--- src/rtl/dotp_alu_sequencer.sv ---
// Dot-product sequencer: fetches operand pairs and drives an external combinational ALU
// through multiply, optional Q8 rescale (`define DOTP_SCALE_EN) and accumulate steps.
module dotp_alu_sequencer #(
    parameter int DATA_W = 24,
    parameter int LEN_W  = 8
) (
    input  logic              clk,
    input  logic              reset_n,
    input  logic              start,
    input  logic [LEN_W-1:0]  len,
    input  logic [DATA_W-1:0] a_data,
    input  logic [DATA_W-1:0] b_data,
    input  logic              op_valid,
    output logic              op_ready,
    output logic [2:0]        alu_ctrl,
    output logic [DATA_W-1:0] alu_a,
    output logic [DATA_W-1:0] alu_b,
    input  logic [DATA_W-1:0] alu_c,
    input  logic              alu_z,
    output logic              busy,
    output logic              done,
    output logic [DATA_W-1:0] result,
    output logic              result_zero
);

    localparam logic [2:0] OP_ADD  = 3'd0;
    localparam logic [2:0] OP_MUL  = 3'd1;
    localparam logic [2:0] OP_SFTR = 3'd3;

    typedef enum logic [2:0] {
        S_IDLE,
        S_FETCH,
        S_MUL,
`ifdef DOTP_SCALE_EN
        S_SCALE,
`endif
        S_ACC,
        S_FIN
    } state_t;

    state_t            state_q, state_d;
    logic [LEN_W-1:0]  cnt_q, cnt_d;
    logic [DATA_W-1:0] acc_q, acc_d;
    logic [DATA_W-1:0] a_q, a_d;
    logic [DATA_W-1:0] b_q, b_d;
    logic [DATA_W-1:0] prod_q, prod_d;
    logic [DATA_W-1:0] result_q, result_d;
    logic              result_zero_q, result_zero_d;

    always_ff @(posedge clk or negedge reset_n) begin
        if (!reset_n) begin
            state_q       <= S_IDLE;
            cnt_q         <= '0;
            acc_q         <= '0;
            a_q           <= '0;
            b_q           <= '0;
            prod_q        <= '0;
            result_q      <= '0;
            result_zero_q <= 1'b1;
        end else begin
            state_q       <= state_d;
            cnt_q         <= cnt_d;
            acc_q         <= acc_d;
            a_q           <= a_d;
            b_q           <= b_d;
            prod_q        <= prod_d;
            result_q      <= result_d;
            result_zero_q <= result_zero_d;
        end
    end

    always_comb begin
        state_d       = state_q;
        cnt_d         = cnt_q;
        acc_d         = acc_q;
        a_d           = a_q;
        b_d           = b_q;
        prod_d        = prod_q;
        result_d      = result_q;
        result_zero_d = result_zero_q;
        case (state_q)
            S_IDLE: begin
                if (start) begin
                    cnt_d = len;
                    acc_d = '0;
                    // An empty run still completes, reporting a zero result.
                    if (len == '0) begin
                        result_d      = '0;
                        result_zero_d = 1'b1;
                        state_d       = S_FIN;
                    end else begin
                        state_d = S_FETCH;
                    end
                end
            end
            S_FETCH: begin
                if (op_valid) begin
                    a_d     = a_data;
                    b_d     = b_data;
                    state_d = S_MUL;
                end
            end
            S_MUL: begin
                prod_d = alu_c;
`ifdef DOTP_SCALE_EN
                state_d = S_SCALE;
`else
                state_d = S_ACC;
`endif
            end
`ifdef DOTP_SCALE_EN
            S_SCALE: begin
                prod_d  = alu_c;
                state_d = S_ACC;
            end
`endif
            S_ACC: begin
                acc_d = alu_c;
                cnt_d = cnt_q - LEN_W'(1);
                if (cnt_q == LEN_W'(1)) begin
                    result_d      = alu_c;
                    result_zero_d = alu_z;
                    state_d       = S_FIN;
                end else begin
                    state_d = S_FETCH;
                end
            end
            S_FIN: begin
                state_d = S_IDLE;
            end
            default: begin
                state_d = S_IDLE;
            end
        endcase
    end

    always_comb begin
        op_ready = 1'b0;
        busy     = (state_q != S_IDLE);
        done     = 1'b0;
        alu_ctrl = OP_ADD;
        alu_a    = '0;
        alu_b    = '0;
        case (state_q)
            S_FETCH: op_ready = 1'b1;
            S_MUL: begin
                alu_ctrl = OP_MUL;
                alu_a    = a_q;
                alu_b    = b_q;
            end
`ifdef DOTP_SCALE_EN
            // Q8 x Q8 gives Q16; shifting right by 8 returns to Q8.
            S_SCALE: begin
                alu_ctrl = OP_SFTR;
                alu_a    = prod_q;
                alu_b    = DATA_W'(8);
            end
`endif
            S_ACC: begin
                alu_ctrl = OP_ADD;
                alu_a    = acc_q;
                alu_b    = prod_q;
            end
            S_FIN: done = 1'b1;
            default: begin
            end
        endcase
    end

    assign result      = result_q;
    assign result_zero = result_zero_q;

endmodule

--- config.mk ---
export PLATFORM = sky130hd
export DESIGN_NAME = dotp_alu_sequencer
export DESIGN_NICKNAME = d
export VERILOG_FILES = /design/src/rtl/dotp_alu_sequencer.sv
export SDC_FILE = /design/constraint.sdc
export NUM_CORES = 1
export LEC_CHECK = 0
export BUFFER_PORTS_ARGS = -buffer_cell sky130_fd_sc_hd__buf_2
export CORE_ASPECT_RATIO = 1.4
export CORE_MARGIN = 5
export CORE_UTILIZATION = 58
export CTS_BUF_LIST = sky130_fd_sc_hd__clkbuf_8
export DETAILED_ROUTE_END_ITERATION = 8
export GPL_ROUTABILITY_DRIVEN = 1
export GPL_TIMING_DRIVEN = 0
export PLACE_DENSITY_LB_ADDON = 0.15
export REMOVE_ABC_BUFFERS = 1
export SLEW_MARGIN = 25
export SYNTH_ARGS = -nofsm -noshare
export SYNTH_HDL_FRONTEND = slang
export SYNTH_SLANG_ARGS = --single-unit
--- constraint.sdc ---
create_clock -name clk -period 2.6 [get_ports clk]
set_input_delay 0.39 -clock clk [delete_from_list [all_inputs] [get_ports clk]]
set_output_delay 0.39 -clock clk [all_outputs]
set_load 0.03 [all_outputs]
==> results of run 1 <==
-- placed cells by master (no fill, tap or decap), types with 4 or more instances in the layout --
| cell type | synthesis | final |
|---|---|---|
| a21oi_1 | 6 | 6 |
| mux2_2 | 72 | 72 |
| nor3_1 | 7 | 6 |
| inv_1 | 7 | 8 |
| nand2_1 | 6 | 6 |
| buf_2 | 15 | 160 |
| nor2_1 | 7 | 6 |
| a22o_2 | 5 | 5 |
| buf_4 | 2 | 13 |
| clkbuf_8 | 0 | 21 |
| clkinvlp_4 | 0 | 4 |
| a22o_1 | 91 | 91 |
| dfrtp_1 | 131 | 129 |
-- flip-flops by register name, summed over array words and instances, names as in the netlist --
signal / flops
result_zero: 1
acc_q: 24
state_q: 3
prod_q: 24
result: 24
b_q: 24
cnt_q: 8
a_q: 24
-- worst max-delay path by stage --
stage | cells past startpoint | start | slack, ns | to
after floorplan | 3 | state_q[0] | -1.89 | a_q[0]
after global placement | 3 | state_q[0] | -4.22 | a_q[19]
after detailed placement | 4 | state_q[2] | 0.23 | alu_a[9]
after CTS | 7 | state_q[0] | 0.1 | alu_a[12]
after global routing | 6 | state_q[1] | 0.03 | alu_a[12]
final | 3 | state_q[2] | 0.11 | alu_a[4]
-- per-layer routing --
metal	global-route usage	share of wire	vias to the layer above
li1	-	-	1890
met1	0.304	0.40	2143
met2	0.423	0.52	155
met3	0.0563	0.056	23
met4	0.0889	0.021	0
met5	0	0	-
-- stage by stage --
stage | area, µm² | instances
after CTS | 7130 | 718
after global routing | 7140 | 720
after detailed placement | 6630 | 679
final | 7140 | 720
after global placement | 6430 | 667
after floorplan | 5460 | 374
-- synth_stat cells (6+ instances only) --
library cell / count / area (µm²)
a21oi_1: 6 / 30.0
a22o_1: 91 / 797
buf_2: 15 / 75.1
clkbuf_1: 6 / 22.5
dfrtp_1: 131 / 3280
inv_1: 7 / 26.3
mux2_2: 72 / 811
nand2_1: 6 / 22.5
nor2_1: 7 / 26.3
nor3_1: 7 / 35.0
-- cells by family after synthesis --
family	count (synthesis)	share of synthesized area
buf+inv	40	0.0379
fa+ha+maj	2	0.00443
simple gates	41	0.0488
other cells	1	0.000664
mux	73	0.145
compound gates	117	0.178
flops	132	0.585
-- power breakdown --
group	switching [mW]	internal (mW)	leakage, nW
combinational	2.10	1.65	1.69
sequential	0.525	2.91	1.64
clock	0.751	1.04	0.203
-- worst max-delay path, cell delays in order (launching register included) --
cell,delay (ns)
dfrtp_1,0.60
and3b_2,0.67
a22o_1,0.21
buf_2,0.19
-- timing repair --
item,4_1_cts,5_1_grt
hold endpoints to repair,33,0
cloned,2,0
resized for setup,3,0
setup buffers,6,2
hold buffers,1,0
pin swaps,1,0
endpoints found under the setup margin,49,12
-- final cells by class --
class                           instances  area share
Timing Repair Buffer                  182       0.147
Inverter                                7     0.00368
Clock inverter                          9      0.0180
Tap cell                              132      0.0231
Sequential cell                       132       0.463
Clock buffer                           21      0.0405
Multi-Input combinational cell        237       0.304
==> flow_metrics.env, run 1 <==
export IMPL_setup_viol=0
export IMPL_crit_arrival_ns=2.10
export IMPL_die_x_um=93.4
export IMPL_cp_required_ns=2.21
export IMPL_status="complete, no violations"
export IMPL_syn_area_per_cell_um2=13.9
export IMPL_synthCells=406
export IMPL_timing_final_ws_setup_ns=0.114
export IMPL_finalHoldViolCount=0
export IMPL_root_buffer="clkbuf_8"
export IMPL_cp_start_kind="flip-flop"
export IMPL_grt_usage=0.247
export IMPL_clk_pin_slew_worst_paths_ns=0.07
export IMPL_yosys_warnings=0
export IMPL_ys_flop_type="dfrtp_1"
export IMPL_cts_buffers_inserted=17
export IMPL_wirelength_um=14200
export IMPL_die_h_um=127
export IMPL_regToRegEndpoint="result[2]"
export IMPL_place_ws_ns=0.231
export IMPL_yosysSeqAreaShare=0.585
export IMPL_netlist_area_mm2=0.00565
export IMPL_tightest_slew_ns=0.744
export IMPL_ff_latch_area_mm2=0.00331
export IMPL_synth_edf_count=0
export IMPL_min_period_ns=2.49
export IMPL_htree_levels=4
export IMPL_gp_congestion=0.815
export IMPL_grt_pass1_vias=4474
export IMPL_hold_slack_ns=0.187
export IMPL_initial_core_util=0.594
export IMPL_cts_tree="yes"
export IMPL_synth_cell_types=45
export IMPL_rr_startpoint="state_q[2]"
export IMPL_ioPinCount=164
export IMPL_clockBufferDepth=2
export IMPL_fin_crit_sh=0.956
export IMPL_grt_setup_unrepaired="false"
export IMPL_power_mw=8.97
export IMPL_clock_skew_ns=0.00827
export IMPL_power_leakage_nw=3.53
export IMPL_cts_sinks=132
export IMPL_drt_iter0_drc=155
export IMPL_min_from="alu_z"
export IMPL_fillers=648
export IMPL_postLayoutCoreUtil=0.751
export IMPL_ant_nets=0
export IMPL_antenna_found_initial=0
export IMPL_clk_latency_ns=0.43
export IMPL_synth_seq_cells=132
export IMPL_firstDrtPassIters=4
export IMPL_vdd_drop_max_uv=851
export IMPL_via_count=4211
export IMPL_hold_path_end="result_zero"
export IMPL_critical_path_max_fanout=20
export IMPL_core_area_mm2=0.00951
export IMPL_area_growth_syn_to_layout_pct=26.5
export IMPL_wl_per_cell_um=19.7
export IMPL_drv_cap=0
export IMPL_nNetsFinal=664
export IMPL_placement_io_buffers=161
export IMPL_grt_first_pass_wirelength_um=22800
export IMPL_insertedDiodeCount=0
export IMPL_fin_tns_setup_ns=0
export IMPL_multiInputGateArea_mm2=0.00217
export IMPL_crit_type="flip-flop to output pin"
export IMPL_hold_class="primary input to flip-flop"
export IMPL_timing_fmax_mhz=402
export IMPL_drc_errors=0
export IMPL_regToRegSetupSlack_ns=0.22
export IMPL_slew_headroom=0.503
export IMPL_die_area_mm2=0.0118
export IMPL_avgViaCountPerCell=5.85
export IMPL_grt_max_degree=100
export IMPL_reg2regPathDepth=4
export IMPL_hold_depth=3
export IMPL_end_kind="output pin"
export IMPL_rows=42
export IMPL_grt_ovfl_total=0
export IMPL_hpwl_um=9380
export IMPL_async_reset_ff_frac=1.00
export IMPL_slew_violations=0
export IMPL_p_per_area_mw_per_mm2=1260
export IMPL_drive_above_1_share=0.519
Note: power is estimated with default switching activity, not from simulation.
==> inputs of run 2 (changes only) <==
Settings changed: ABC_AREA set to 1, ABC_CLOCK_PERIOD_IN_PS set to 2600, PLACE_DENSITY set to 0.86, PLACE_DENSITY_LB_ADDON 0.15 to unset.
==> flow_metrics.env, run 2 <==
export IMPL_grt_setup_unrepaired="false"
export IMPL_regToRegEndpoint="a_q[9]"
export IMPL_drive_above_1_share=0.257
export IMPL_p_per_area_mw_per_mm2=1370
export IMPL_ys_flop_type="dfrtp_1"
export IMPL_clk_latency_ns=0.44
export IMPL_firstDrtPassIters=5
export IMPL_drt_iter0_drc=486
export IMPL_multiInputGateArea_mm2=0.00227
export IMPL_reg2regPathDepth=8
export IMPL_end_kind="output pin"
export IMPL_gp_congestion=0.883
export IMPL_status="complete, no violations"
export IMPL_synth_seq_cells=132
export IMPL_final_common_cell="nand2_1"
export IMPL_antenna_found_initial=1
export IMPL_hold_slack_ns=0.173
export IMPL_syn_area_per_cell_um2=8.50
export IMPL_tightest_slew_ns=1.06
export IMPL_synthTopCellsByCount="nand2_1, dfrtp_1, inv_1, nand3_1, o21ai_0"
export IMPL_root_buffer="clkbuf_8"
export IMPL_cp_cell_sequence="clkinv_2, nand3_4, buf_8, inv_8, clkbuf_16, a22o_1, buf_2"
export IMPL_clock_skew_ns=0.0105
export IMPL_drv_cap=0
export IMPL_area_growth_syn_to_layout_pct=24.8
export IMPL_cp_start_kind="flip-flop"
export IMPL_hpwl_um=10600
export IMPL_min_period_ns=2.49
export IMPL_cts_sinks=132
export IMPL_grt_ovfl_total=0
export IMPL_power_leakage_nw=4.06
export IMPL_synth_top_cell_area_share=0.553
export IMPL_slowest_delay_ns=0.37
export IMPL_grt_max_degree=93
export IMPL_crit_arrival_ns=2.10
export IMPL_yosysSeqAreaShare=0.557
export IMPL_setup_viol=0
export IMPL_critical_path_max_fanout=19
export IMPL_grt_pass1_vias=5728
export IMPL_async_reset_ff_frac=1.00
export IMPL_finalHoldViolCount=0
export IMPL_core_area_mm2=0.00995
export IMPL_hold_depth=3
export IMPL_synthCells=698
export IMPL_grt_usage=0.300
export IMPL_slew_violations=0
export IMPL_rr_startpoint="state_q[0]"
export IMPL_fin_crit_sh=0.956
export IMPL_wirelength_um=18500
export IMPL_cts_tree="yes"
export IMPL_ioPinCount=164
export IMPL_min_from="b_data[13]"
export IMPL_hold_path_end="b_q[13]"
export IMPL_slew_headroom=0.291
export IMPL_die_h_um=130
export IMPL_crit_type="flip-flop to output pin"
export IMPL_initial_core_util=0.596
export IMPL_via_count=5720
export IMPL_die_area_mm2=0.0124
export IMPL_placement_io_buffers=161
export IMPL_wl_per_cell_um=18.6
export IMPL_ff_latch_area_mm2=0.00331
export IMPL_clk_pin_slew_worst_paths_ns=0.08
export IMPL_timing_final_ws_setup_ns=0.115
export IMPL_hold_class="primary input to flip-flop"
export IMPL_timing_fmax_mhz=402
export IMPL_drc_errors=0
export IMPL_clockBufferDepth=2
export IMPL_avgViaCountPerCell=5.76
export IMPL_die_x_um=95.5
export IMPL_synth_cell_types=28
export IMPL_cts_buffers_inserted=17
export IMPL_final_cell_mix="nand2_1, buf_2, dfrtp_1, inv_1, nand3_1"
export IMPL_htree_levels=4
export IMPL_synth_most_common_cell="nand2_1"
export IMPL_netlist_area_mm2=0.00593
export IMPL_synth_area_leaders="dfrtp_1, nand2_1, nand3_1"
export IMPL_slowest_stage="dfrtp_1"
export IMPL_fillers=753
export IMPL_rows=43
export IMPL_ant_nets=0
export IMPL_nNetsFinal=931
export IMPL_fin_tns_setup_ns=0
export IMPL_synth_edf_count=0
export IMPL_place_ws_ns=-0.514
export IMPL_vdd_drop_max_uv=687
export IMPL_grt_first_pass_wirelength_um=28200
export IMPL_yosysTopAreaCell="dfrtp_1"
export IMPL_yosys_warnings=0
export IMPL_cp_required_ns=2.21
export IMPL_regToRegSetupSlack_ns=0.22
==> run 2: changes by cell type after synthesis, moves of 7 or more <==
cell      delta
mux2_2      -72
nor2_1       +7
nand3_1     +58
nand4_1     +26
o21ai_0     +54
clkbuf_1    +17
o22ai_1     +24
nand2_1    +223
buf_2        +7
inv_1       +57
a22o_1      -67
==> run 2: report_power, final <==
group / internal [mW] / total (mW) / switching (mW) / leakage [nW]
Clock: 0.910 / 1.70 / 0.786 / 0.206
Sequential: 3.05 / 3.62 / 0.569 / 1.67
Combinational: 1.39 / 4.81 / 3.42 / 2.18
Total: 5.36 / 10.1 / 4.78 / 4.06
==> run 2: timing repair <==
| item | in CTS | in global routing |
|---|---|---|
| hold buffers | 1 | 0 |
| pin swaps | 2 | 2 |
| endpoints found under the hold margin | 39 | 0 |
| setup endpoints to repair | 101 | 91 |
| buffers inserted | 1 | 2 |
| cloned | 3 | 2 |
| resized for setup | 11 | 14 |
==> run 2: critical path: cells and delay by family, from the launching register on <==
family                 cells  cell delay, ns
AOI/OAI and AO/OA          1            0.22
buffers and inverters      5            0.89
DFF                        1            0.37
and+or+nand+nor            1            0.17
==> run 2: cells by family (layout without fill, tap and decap cells) <==
family	after synthesis	count (layout)	synth area share
AO/OA/AOI/OAI	109	109	0.114
XOR/XNOR	1	1	0.00148
adder cells (fa/ha/maj)	2	2	0.00422
buffers and inverters	114	268	0.0780
flip-flops	132	132	0.557
other	1	3	0.000632
AND/OR/NAND/NOR	339	343	0.245
==> run 2: worst max-delay path by stage <==
| stage | from | end |
|---|---|---|
| after floorplan | state_q[2] | result[0] |
| after detailed placement | state_q[2] | result[4] |
| after global placement | state_q[2] | result[15] |
| after global routing | state_q[2] | alu_b[16] |
| final | state_q[2] | alu_b[16] |
| after CTS | state_q[0] | alu_a[5] |
==> run 2: cell type report <==
cell class | count | share of cell area
flip-flops and latches | 132 | 0.447
multi-input cells | 457 | 0.307
repair buffers | 170 | 0.133
inverters | 66 | 0.0379
clock buffers | 20 | 0.0372
well taps | 135 | 0.0228
clock inverters | 12 | 0.0152
diodes | 1 | 0.000338
==> run 2: metrics by stage <==
stage	instance area [µm²]	instances	util	total power [mW]
after floorplan	5720	651	-	6.47
after global placement	6700	947	0.673	7.77
after detailed placement	6830	951	0.686	8.06
after CTS	7290	988	0.733	9.90
after global routing	7400	993	0.744	10.7
final	7400	993	0.744	10.1
==> run 2: per-layer routing <==
metal  GRT usage  part of all wire  up-vias
li1            -                 -     2587
met3      0.0604             0.094       70
met5           0                 0        -
met1       0.358              0.36     2700
met2       0.518              0.51      363
met4       0.139             0.037        0
==> inputs of run 3 (changes only) <==
Settings changed: PLACE_DENSITY 0.86 to 0.87.
==> flow_metrics.env, run 3 (synthesized netlist as in run 2, its figures left out) <==
export IMPL_clk_pin_slew_worst_paths_ns=0.07
export IMPL_via_count=5626
export IMPL_placement_io_buffers=161
export IMPL_status="complete, no violations"
export IMPL_wl_per_cell_um=17.7
export IMPL_gp_congestion=0.865
export IMPL_postLayoutCoreUtil=0.733
export IMPL_core_area_mm2=0.00995
export IMPL_slew_headroom=0.279
export IMPL_timing_final_ws_setup_ns=0.0981
export IMPL_root_buffer="clkbuf_8"
export IMPL_finalHoldViolCount=0
export IMPL_cp_required_ns=2.21
export IMPL_rows=43
export IMPL_crit_type="flip-flop to output pin"
export IMPL_avgViaCountPerCell=5.71
export IMPL_power_leakage_nw=4.03
export IMPL_hold_class="primary input to flip-flop"
export IMPL_timing_fmax_mhz=400
export IMPL_wirelength_um=17400
export IMPL_grt_setup_unrepaired="false"
export IMPL_cts_tree="yes"
export IMPL_insertedDiodeCount=0
export IMPL_nNetsFinal=927
export IMPL_slew_violations=0
export IMPL_die_area_mm2=0.0124
export IMPL_drv_cap=0
export IMPL_area_growth_syn_to_layout_pct=22.9
export IMPL_hold_slack_ns=0.180
export IMPL_final_cell_mix="nand2_1, buf_2, dfrtp_1, inv_1, nand3_1"
export IMPL_tightest_slew_ns=1.08
export IMPL_clock_skew_ns=0.0143
export IMPL_grt_first_pass_wirelength_um=27400
export IMPL_htree_levels=4
export IMPL_ioPinCount=164
export IMPL_end_kind="output pin"
export IMPL_grt_usage=0.292
export IMPL_die_h_um=130
export IMPL_drive_above_1_share=0.249
export IMPL_p_per_area_mw_per_mm2=1350
export IMPL_min_period_ns=2.50
export IMPL_fillers=761
export IMPL_firstDrtPassIters=5
export IMPL_critical_path_max_fanout=36
export IMPL_clockBufferDepth=2
export IMPL_cp_start_kind="flip-flop"
export IMPL_antenna_found_initial=0
export IMPL_crit_arrival_ns=2.11
export IMPL_grt_ovfl_total=0
export IMPL_drc_errors=0
export IMPL_initial_core_util=0.596
export IMPL_drt_iter0_drc=489
export IMPL_place_ws_ns=-0.525
export IMPL_setup_viol=0
export IMPL_cts_sinks=132
export IMPL_ant_nets=0
export IMPL_fin_crit_sh=0.962
export IMPL_cts_buffers_inserted=17
export IMPL_final_common_cell="nand2_1"
export IMPL_clk_latency_ns=0.43
export IMPL_vdd_drop_max_uv=658
export IMPL_fin_tns_setup_ns=0
export IMPL_grt_max_degree=94
export IMPL_die_x_um=95.5
export IMPL_hpwl_um=10600
export IMPL_grt_pass1_vias=5575
[run 3: routing by layer]
metal  global-route usage  part of all wire  vias to the layer above
met2                0.518              0.53                      314
met1                0.344              0.36                     2705
met4                0.118             0.023                        0
met5                    0                 0                        -
li1                     -                 -                     2570
met3               0.0563             0.084                       37
[run 3: path summary, 6_finish.rpt]
check / depth (start not counted) / end / slack (ns) / startpoint
hold reg to reg: 2 / result[14] / 0.47 / result[14]
setup / recovery: 8 / alu_a[2] / 0.1 / state_q[0]
setup reg to reg: 6 / result[10] / 0.18 / state_q[1]
max in group asynchronous: 3 / state_q[0] / 1.38 / reset_n
min in group asynchronous: 2 / result[12] / 0.44 / reset_n
hold / removal: 3 / a_q[15] / 0.18 / a_data[15]
[run 3: repair_timing]
item	CTS	global route
resized for setup	13	5
pin swaps	3	0
setup buffers	1	0
cloned	3	0
setup endpoints to repair	88	25
endpoints found under the hold margin	38	0
hold buffers	1	0
[run 3: final cells by class]
cell class                 instances  area (µm²)  share of cell area
inverter                          66         277              0.0379
multi-input combinational        456        2240               0.307
timing repair buffer             167         946               0.130
clock inverter                     9        65.1             0.00892
tap                              135         169              0.0232
clock buffer                      21         289              0.0396
sequential                       132        3310               0.454
[run 3: critical path: stages, from the launching register on]
cell,delay (ns)
dfrtp_2,0.48
inv_2,0.14
nand3_4,0.09
buf_12,0.19
inv_8,0.17
buf_16,0.20
nand2_1,0.07
o21ai_0,0.08
buf_2,0.24
[run 3: power by group]
group          total (mW)  leakage (nW)  internal, mW  switching (mW)
Sequential           3.61          1.67          3.06           0.550
Clock                1.55         0.202         0.826           0.728
Combinational        4.65          2.16          1.33            3.32
Total                9.81          4.03          5.22            4.60
[run 3: per-stage QoR]
stage | total power [mW] | cell area, µm² | instances
2_1_floorplan | 6.47 | 5720 | 651
3_3_place_gp | 7.75 | 6700 | 947
3_5_place_dp | 8.05 | 6840 | 951
4_1_cts | 9.78 | 7280 | 986
5_1_grt | 10.4 | 7290 | 986
6_report | 9.81 | 7290 | 986
